**src/rtl/alu_seq_unit_if.sv**
```systemverilog
// rtl/alu_seq_unit_if.sv - request/response bus for alu_seq_unit
interface alu_seq_unit_if #(
    parameter int WIDTH = 32
);
    logic             req_valid;
    logic             req_ready;
    logic [WIDTH-1:0] rda;
    logic [WIDTH-1:0] rdx;
    logic [3:0]       alu_decode;
    logic             rsp_valid;
    logic             rsp_ready;
    logic [WIDTH-1:0] result;
    logic             div_zero;
    logic             illegal_op;

    modport master (
        output req_valid, rda, rdx, alu_decode, rsp_ready,
        input  req_ready, rsp_valid, result, div_zero, illegal_op
    );

    modport slave (
        input  req_valid, rda, rdx, alu_decode, rsp_ready,
        output req_ready, rsp_valid, result, div_zero, illegal_op
    );
endinterface

```
**src/rtl/alu_seq_unit.sv**
```systemverilog
// rtl/alu_seq_unit.sv - handshaked ALU with iterative MUL/DIV (ALU_FAST_MUL_EN: single-cycle MUL)
module alu_seq_unit #(
    parameter int WIDTH = 32,
    parameter int SHW   = $clog2(WIDTH)
) (
    input  logic           clk,
    input  logic           rst_n,
    alu_seq_unit_if.slave  io_bus
);
    localparam logic [3:0] OP_ADD = 4'b0001, OP_SUB = 4'b0010, OP_MUL = 4'b0101,
                           OP_DIV = 4'b0110, OP_OR  = 4'b0111, OP_AND = 4'b1000,
                           OP_XOR = 4'b1001, OP_SLL = 4'b1010, OP_SRL = 4'b1011,
                           OP_SLT = 4'b1100;
    localparam logic [SHW:0] CNT_MAX = (SHW+1)'(WIDTH);
    localparam logic [SHW:0] CNT_ONE = (SHW+1)'(1);

    typedef enum logic [2:0] {S_IDLE, S_EXEC1, S_MUL, S_DIV, S_RESP} state_t;

    state_t           r_state, w_next;
    logic             r_run;
    logic [WIDTH-1:0] r_result, r_a, r_b, r_acc;
    logic [SHW:0]     r_cnt;
    logic             r_div_zero, r_illegal;

    logic             w_accept, w_rsp_hs, w_cnt_done;
    logic [WIDTH-1:0] w_alu_res, w_mul_acc, w_rem_sh, w_rem_next;
    logic             w_dz, w_il, w_is_mul, w_is_div, w_div_ge;

    assign io_bus.req_ready  = r_run && (r_state == S_IDLE);
    assign io_bus.rsp_valid  = (r_state == S_RESP);
    assign io_bus.result     = r_result;
    assign io_bus.div_zero   = r_div_zero;
    assign io_bus.illegal_op = r_illegal;

    assign w_accept   = io_bus.req_valid && io_bus.req_ready;
    assign w_rsp_hs   = io_bus.rsp_valid && io_bus.rsp_ready;
    assign w_cnt_done = (r_cnt == CNT_MAX);

    always_comb begin
        w_alu_res = '0;
        w_dz      = 1'b0;
        w_il      = 1'b0;
        w_is_mul  = 1'b0;
        w_is_div  = 1'b0;
        case (io_bus.alu_decode)
            OP_ADD: w_alu_res = io_bus.rda + io_bus.rdx;
            OP_SUB: w_alu_res = io_bus.rda - io_bus.rdx;
`ifdef ALU_FAST_MUL_EN
            OP_MUL: w_alu_res = io_bus.rda * io_bus.rdx;
`else
            OP_MUL: w_is_mul = 1'b1;
`endif
            OP_DIV: begin
                // Divide-by-zero short-circuits to a one-cycle response
                if (io_bus.rdx == '0) begin
                    w_alu_res = '1;
                    w_dz      = 1'b1;
                end else begin
                    w_is_div  = 1'b1;
                end
            end
            OP_OR:  w_alu_res = io_bus.rda | io_bus.rdx;
            OP_AND: w_alu_res = io_bus.rda & io_bus.rdx;
            OP_XOR: w_alu_res = io_bus.rda ^ io_bus.rdx;
            OP_SLL: w_alu_res = io_bus.rda << io_bus.rdx[SHW-1:0];
            OP_SRL: w_alu_res = io_bus.rda >> io_bus.rdx[SHW-1:0];
            OP_SLT: w_alu_res = {{(WIDTH-1){1'b0}}, (io_bus.rda < io_bus.rdx)};
            default: w_il = 1'b1;
        endcase
    end

    // r_a holds the shifting multiplicand (MUL) or dividend/quotient (DIV); r_acc the product or remainder
    assign w_mul_acc  = r_b[0] ? (r_acc + r_a) : r_acc;
    assign w_rem_sh   = {r_acc[WIDTH-2:0], r_a[WIDTH-1]};
    assign w_div_ge   = r_acc[WIDTH-1] || (w_rem_sh >= r_b);
    assign w_rem_next = w_div_ge ? (w_rem_sh - r_b) : w_rem_sh;

    always_ff @(posedge clk or negedge rst_n) begin
        if (!rst_n) r_state <= S_IDLE;
        else        r_state <= w_next;
    end

    always_comb begin
        w_next = r_state;
        case (r_state)
            S_IDLE:  if (w_accept) w_next = w_is_mul ? S_MUL : (w_is_div ? S_DIV : S_EXEC1);
            S_EXEC1: w_next = S_RESP;
            S_MUL:   if (w_cnt_done) w_next = S_RESP;
            S_DIV:   if (w_cnt_done) w_next = S_RESP;
            S_RESP:  if (w_rsp_hs) w_next = S_IDLE;
            default: w_next = S_IDLE;
        endcase
    end

    always_ff @(posedge clk or negedge rst_n) begin
        if (!rst_n) begin
            r_run      <= 1'b0;
            r_result   <= '0;
            r_a        <= '0;
            r_b        <= '0;
            r_acc      <= '0;
            r_cnt      <= '0;
            r_div_zero <= 1'b0;
            r_illegal  <= 1'b0;
        end else begin
            r_run <= 1'b1;
            case (r_state)
                S_IDLE: begin
                    if (w_accept) begin
                        r_div_zero <= w_dz;
                        r_illegal  <= w_il;
                        r_cnt      <= '0;
                        r_a        <= io_bus.rda;
                        r_b        <= io_bus.rdx;
                        r_acc      <= '0;
                        if (!w_is_mul && !w_is_div) r_result <= w_alu_res;
                    end
                end
                S_MUL: begin
                    if (w_cnt_done) begin
                        r_result <= r_acc;
                    end else begin
                        r_acc <= w_mul_acc;
                        r_a   <= r_a << 1;
                        r_b   <= r_b >> 1;
                        r_cnt <= r_cnt + CNT_ONE;
                    end
                end
                S_DIV: begin
                    if (w_cnt_done) begin
                        r_result <= r_a;
                    end else begin
                        r_acc <= w_rem_next;
                        r_a   <= {r_a[WIDTH-2:0], w_div_ge};
                        r_cnt <= r_cnt + CNT_ONE;
                    end
                end
                S_RESP: begin
                    if (w_rsp_hs) begin
                        r_div_zero <= 1'b0;
                        r_illegal  <= 1'b0;
                    end
                end
                default: ;
            endcase
        end
    end
endmodule

```
**src/flat_wrapper.sv**
```systemverilog
// flat-port wrapper written by rule: the top's interface ports become plain ports
module alu_seq_unit_flat 
#(
    parameter int WIDTH = 32,
    parameter int SHW   = $clog2(WIDTH)
)
  (clk, rst_n, io_bus_req_valid, io_bus_rda, io_bus_rdx, io_bus_alu_decode, io_bus_rsp_ready, io_bus_req_ready, io_bus_rsp_valid, io_bus_result, io_bus_div_zero, io_bus_illegal_op);
  alu_seq_unit_if #(.WIDTH(WIDTH)) io_bus_i ();
  input  logic clk;
  input  logic rst_n;
  input wire logic [$bits(io_bus_i.req_valid)-1:0] io_bus_req_valid;
  input wire logic [$bits(io_bus_i.rda)-1:0] io_bus_rda;
  input wire logic [$bits(io_bus_i.rdx)-1:0] io_bus_rdx;
  input wire logic [$bits(io_bus_i.alu_decode)-1:0] io_bus_alu_decode;
  input wire logic [$bits(io_bus_i.rsp_ready)-1:0] io_bus_rsp_ready;
  output wire logic [$bits(io_bus_i.req_ready)-1:0] io_bus_req_ready;
  output wire logic [$bits(io_bus_i.rsp_valid)-1:0] io_bus_rsp_valid;
  output wire logic [$bits(io_bus_i.result)-1:0] io_bus_result;
  output wire logic [$bits(io_bus_i.div_zero)-1:0] io_bus_div_zero;
  output wire logic [$bits(io_bus_i.illegal_op)-1:0] io_bus_illegal_op;
  assign io_bus_i.req_valid = io_bus_req_valid;
  assign io_bus_i.rda = io_bus_rda;
  assign io_bus_i.rdx = io_bus_rdx;
  assign io_bus_i.alu_decode = io_bus_alu_decode;
  assign io_bus_i.rsp_ready = io_bus_rsp_ready;
  assign io_bus_req_ready = io_bus_i.req_ready;
  assign io_bus_rsp_valid = io_bus_i.rsp_valid;
  assign io_bus_result = io_bus_i.result;
  assign io_bus_div_zero = io_bus_i.div_zero;
  assign io_bus_illegal_op = io_bus_i.illegal_op;
  alu_seq_unit #(.WIDTH(WIDTH), .SHW(SHW)) u_core (.clk(clk), .rst_n(rst_n), .io_bus(io_bus_i));
endmodule
```
**config.mk**
```make
export PLATFORM = sky130hd
export DESIGN_NAME = alu_seq_unit_flat
export DESIGN_NICKNAME = d
export VERILOG_FILES = /design/src/rtl/alu_seq_unit_if.sv /design/src/rtl/alu_seq_unit.sv /design/src/flat_wrapper.sv
export SDC_FILE = /design/constraint.sdc
export NUM_CORES = 1
export LEC_CHECK = 0
export BUFFER_PORTS_ARGS = -buffer_cell sky130_fd_sc_hd__buf_2
export CAP_MARGIN = 10
export CORE_MARGIN = 2
export CORE_UTILIZATION = 40
export DETAILED_ROUTE_END_ITERATION = 8
export SLEW_MARGIN = 20
export SYNTH_ARGS = -nofsm -noshare
export SYNTH_HDL_FRONTEND = slang
export SYNTH_SLANG_ARGS = --single-unit
```
**constraint.sdc**
```tcl
create_clock -name clk -period 2.9 [get_ports clk]
set_input_delay 0.58 -clock clk [delete_from_list [all_inputs] [get_ports clk]]
set_output_delay 0.58 -clock clk [all_outputs]
set_load 0.05 [all_outputs]
```
* Word level (Yosys, flattened, before mapping) *
Index checks and enable logic that the tools add are counted.
W data, S select, Z words.

word-level totals
  bits of input ports = 72
  logic and storage cells = 108
  register bits after elaboration = 140
  output and inout bits = 36

operators by class
  bitwise operators = 3
  mux-type cells = 40
  equality and inequality tests = 25
  $lt $le $gt $ge = 2
  add/sub/neg operators = 5
  shifts and indexed selects = 2
  reduce and logical (&&, ||, !) cells = 22

operators by type and width
  cell                  count
  $mux W32              15
  $pmux W32 S3          3
  $pmux W32 S9          1
  $add A32 B32 Y32      2
  $pmux W32 S2          1
  $sub A32 B32 Y32      2
  $and A32 B32 Y32      1
  $ge A32 B32 Y1        1
  $logic_not A32 Y1     1
  $lt A32 B32 Y1        1
  $or A32 B32 Y32       1
  $shl A32 B5 Y32       1
  $shr A32 B5 Y32       1
  $xor A32 B32 Y32      1
  $eq A4 B4 Y1 const B  5
  $eq A4 B3 Y1 const B  3
  $mux W3               4
  $mux W6               2
  $pmux W3 S4           1
  $pmux W6 S2           1
  $reduce_and A3 Y1     4
  $ne A2 B1 Y1 const B  5
  $ne A2 B2 Y1 const B  5
  $reduce_and A5 Y1     2
  19 further kinds      35

* Logic depth before layout (Yosys ltp) *
  word-level depth = 8
  mapped depth = 16
  gate-level depth less buffers = 13

* Worst setup path after synthesis *
No wires, ideal clock.

  path type = input -> register
  from = input port io_bus_rdx[2]
  to = register u_core.r_result[20] (netlist: u_core.io_bus.result[20])
  arrival time = 3644 ps
  setup time = 125 ps
  buffers on the path = 3
  path slack = -869 ps
  data required time = 2775 ps
  cell stages on the path = 15
  path through = inv_1 > buf_2 > buf_1 > ha_1 > buf_4 > a21o_1 > a21oi_2 > o21ai_1 > o311ai_1 > o211ai_2 > a41oi_1 > o221ai_1 > a21oi_1 > o22ai_1 > mux2_2

on the way
  cells in the longest elaborated chain, start to end = 7
  elaborated cells on any way between the ends = 16

RTL lines
  item                                                                      line                 source
  from (decl)                                                               flat_wrapper.sv:13   input wire logic [$bits(io_bus_i.rdx)-1:0] io_bus_rdx;
  parallel branches: the longest is 7 deep, another holds $sub A32 B32 Y32  --
  to (signal assigned)                                                      alu_seq_unit.sv:116  if (!w_is_mul && !w_is_div) r_result <= w_alu_res;
  to (signal assigned)                                                      alu_seq_unit.sv:121  r_result <= r_acc;
  to (signal assigned)                                                      alu_seq_unit.sv:131  r_result <= r_a;
  to (decl)                                                                 alu_seq_unit.sv:21   logic [WIDTH-1:0] r_result, r_a, r_b, r_acc;

Several ways; the timed one is not identified. The select of a mux whose other input is x is not followed.
A chain may end at the register's enable or synchronous reset.

* Worst setup path in the final report *
  from = register u_core.r_acc[0]
  to = register u_core.r_acc[20]

on the way
  cells in the longest elaborated chain, start to end = 5
  elaborated cells on any way between the ends = 9

RTL lines
  item                    line                 source
  from (decl)             alu_seq_unit.sv:21
  from (signal assigned)  alu_seq_unit.sv:123  r_acc <= w_mul_acc;
  from (signal assigned)  alu_seq_unit.sv:133  r_acc <= w_rem_next;
  $ge A32 B32 Y1          alu_seq_unit.sv:75   assign w_div_ge = r_acc[WIDTH-1] || (w_rem_sh >= r_b);
  $logic_or A1 B1 Y1      alu_seq_unit.sv:75
  $mux W32                alu_seq_unit.sv:76   assign w_rem_next = w_div_ge ? (w_rem_sh - r_b) : w_rem_sh;
  $mux W32                alu_seq_unit.sv:130  if (w_cnt_done) begin
  $pmux W32 S3 *          alu_seq_unit.sv:107  case (r_state)

Mark *: on every way between the ends. The rest lies on a longest branch, timed or not. The select of a mux whose other input is x is not followed.

==> metrics.md <==
| Metric | Value |
|---|---|
| Tcrit/Tclk final | 111% |
| Multiplexer share of the synthesized area | 8.53% |
| Final setup viols | 36 |
| Core footprint | 0.0464 mm2 |
| Final net count | 3,500 |
| Pwr dens | 785 mW/mm2 |
| DR vias/cell | 6.14 |
| Final cell count without fillers | 3,879 |
| Synth Area per Inst | 7.33 um2 |
| Outcome | finished, violations left |
| Slowest cell on crit path | dfrtp_1 |
| Yosys reg bits | 140 |
| DRC | 0 |
| First-pass GRT wire length | 142 mm |
| Layout cells sized above 1 | 35.7% |
| Clk_lat worst skew | 0.46 ns |
| Vias | 23,800 |
| Drt first pass iters | 6 |
| Arrival time at the worst endpoint | 3.57 ns |
| Share of the synthesized area in the top cell type | 18.7% |
| Fmax | 310 MHz |
| Total gr overflow | 0 |
| Total power | 21,600 uW |
| Final Wtd Congestion | 1.02 |
| Share of the synthesized area in compound gates (AO/OA/AOI/OAI) | 32.3% |
| Setup_tns | -7.06 ns |
| Area Growth Syn to Fin | 46.9% |
| Post-synthesis adder-cell area fraction | 11.3% |
| Starting Density | 40.4% |
| Syn Std Cell Area | 0.0187 mm2 |
| Die width | 220 um |
| Period minus WS final | 3.23 ns |
| Final Util | 59.3% |
| H-tree lvl count | 4 |
| Die area | 0.0485 mm2 |
| Tot GR Track Use | 39.5% |
| # rows | 79 |
| Initial DRC count | 2,583 |
| Netlist cell types | 102 |
| Main combinational cell family by area after synthesis | compound AO/OA/AOI/OAI gates |
| # port buffers | 107 |
| Die Span Y | 220 um |
| Clk_skew | 0.0140 ns |
| CP peak stage delay | 0.40 ns |
| Largest net degree at the start of global routing | 80 |
| Vias in the first global route | 22,700 |
| Critical path, cell by cell | ha_2 -> fa_2 -> a211oi_4 -> o21bai_2 -> a2111oi_4 -> buf_4 -> o31ai_4 -> buf_4 -> a21oi_4 -> o21ai_2 -> a31o_1 -> a21oi_2 -> xnor2_1 -> a221o_1 |
| Commonest cells in the netlist | nor2_1 (306), nand2_1 (259), a21oi_1 (246) |
| Ys async rst share | 100% |
| Crit path kind | reg2reg |
| RSZ-0062 raised after global routing | yes |
| Worst Path Required | 3.24 ns |
| Synth warn | 0 |
| Clock root cell | clkbuf_16 |
| Number of synthesized flops with an enable pin | 0 |
| Maxcap violations | 0 |
| WHS | 0.0667 ns |
| Post-Synth Simple-Gate Area | 20.2% |
| Setup WS post-layout | -0.329 ns |
| Clock sink count | 140 |
| CP endpoint kind | register |
| Failing checks | setup timing |
| Most frequent cell after synthesis | nor2_1 |
| WL/cell | 25.6 um |
| Synth Net Count | 2,793 |
| Reg clk slew, reported paths | 0.06 ns |
| Initial antenna violation count | 0 |
| CP max FO | 3 |
| Routed WL | 99.3 mm |
| Antenna-violating nets left | 0 |
| CTS tree | yes |
| P_leak | 0.0128 uW |
| Worst VDD drop | 0.779 mV |
| Hold Fails Final Rpt | 0 |
| Gate Count Post-Synth | 2,554 |
| Io pins | 108 |
| Cell mode on critical path | buf_4 |
| Worst setup SP type | register |
| Top_reg_cell synth | dfrtp_1 |
| Synth Area in XOR/XNOR | 2.48% |
| Clk buf depth | 2 |
| Area leader, netlist | dfrtp_1 |
| Post-detail-place hpwl | 79.4 mm |
| Top cells by area, synth | dfrtp_1 (19%), ha_1 (11%), a21oi_1 (6.6%) |
| Slew of the pin with the lowest slew margin | 0.905 ns |
| Seq/Total Area, Yosys | 18.7% |
| # diodes | 0 |
| Fin. max-slew vios | 0 |
| Inst Count DP | 3,800 |
| Crit path buf inv count | 2 |
| Rel. slew slack | 39.7% |
| Class of the worst hold path | in2async |
| Cell family with most CP delay | compound AO/OA/AOI/OAI gates |
| Inserted Clock Buffers | 17 |
-- per-layer routing --
layer | vias to the layer above | track usage, % | wire, um
met3 | 231 | 5.84 | 8020
met1 | 11600 | 53.7 | 42500
met2 | 1199 | 62.5 | 44200
met5 | - | 0 | 0
met4 | 0 | 16.3 | 4650
li1 | 10800 | - | -
-- area by class of cell --
cell class                 instances  area, um2
fill                            4302      18900
clock buffer                      18        439
clock inverter                    12        173
tap                              607        759
timing repair buffer             849       6520
inverter                         142        549
multi-input combinational       2111      15500
sequential                       140       3510
-- stage by stage --
stage	area, um2	setup slack, ns
detailed placement	24900	-0.997
global placement	24900	-0.985
CTS	26400	-0.313
finish	27500	-0.329
global route	27500	-0.444
floorplan	18900	-0.354
-- final timing paths --
| kind | from | endpoint | slack [ns] | cells after the start |
|---|---|---|---|---|
| max in group asynchronous | rst_n | u_core.io_bus.result[5]$_DFFE_PN0P_ | 2.12 | 2 |
| min in group clk | io_bus_rsp_ready | u_core.r_state[1]$_DFFE_PN0P_ | 0.45 | 3 |
| max | u_core.r_acc[0]$_DFFE_PN0P_ | u_core.r_acc[20]$_DFFE_PN0P_ | -0.33 | 14 |
| min reg2reg | u_core.io_bus.result[4]$_DFFE_PN0P_ | u_core.io_bus.result[4]$_DFFE_PN0P_ | 0.50 | 1 |
| min | rst_n | u_core.r_cnt[0]$_DFFE_PN0P_ | 0.07 | 1 |
| max reg2reg | u_core.r_acc[0]$_DFFE_PN0P_ | u_core.r_acc[20]$_DFFE_PN0P_ | -0.33 | 14 |
-- logic make-up after synthesis --
group / after synthesis
AO/OA/AOI/OAI: 916
AND/OR/NAND/NOR: 841
buffers and inverters: 304
adder cells (fa/ha/maj): 167
flip-flops: 140
multiplexers: 132
XOR/XNOR: 53
other: 1
-- cells in the final DEF (no fill, tap or decap), types with 35 or more instances in the layout --
cell	instances
a21o_1	48
a21oi_1	215
a31oi_1	48
buf_2	102
buf_4	692
dfrtp_1	136
ha_1	135
inv_1	128
mux2i_1	88
nand2_1	257
nand3_1	57
nor2_1	299
nor3_1	40
o21ai_0	166
o21ai_1	35
-- power breakdown --
part           switching, uW  internal (uW)  total (uW)
Clock                    950           1450        2400
Combinational           8630           6800       15400
Sequential               947           2820        3760
-- state kept, by name (all words and copies together) (netlist names), 3 cells and up --
signal / count
u_core.io_bus.result: 32
u_core.r_a: 32
u_core.r_acc: 32
u_core.r_b: 32
u_core.r_cnt: 6
u_core.r_state: 3
-- timing repair --
item,in CTS,in global routing
hold buffers,0,0
cloned,2,2
setup buffers,24,25
setup endpoints to repair,58,60
pin swaps,68,137
resized for setup,137,185
(Power assumes the default switching activity.)
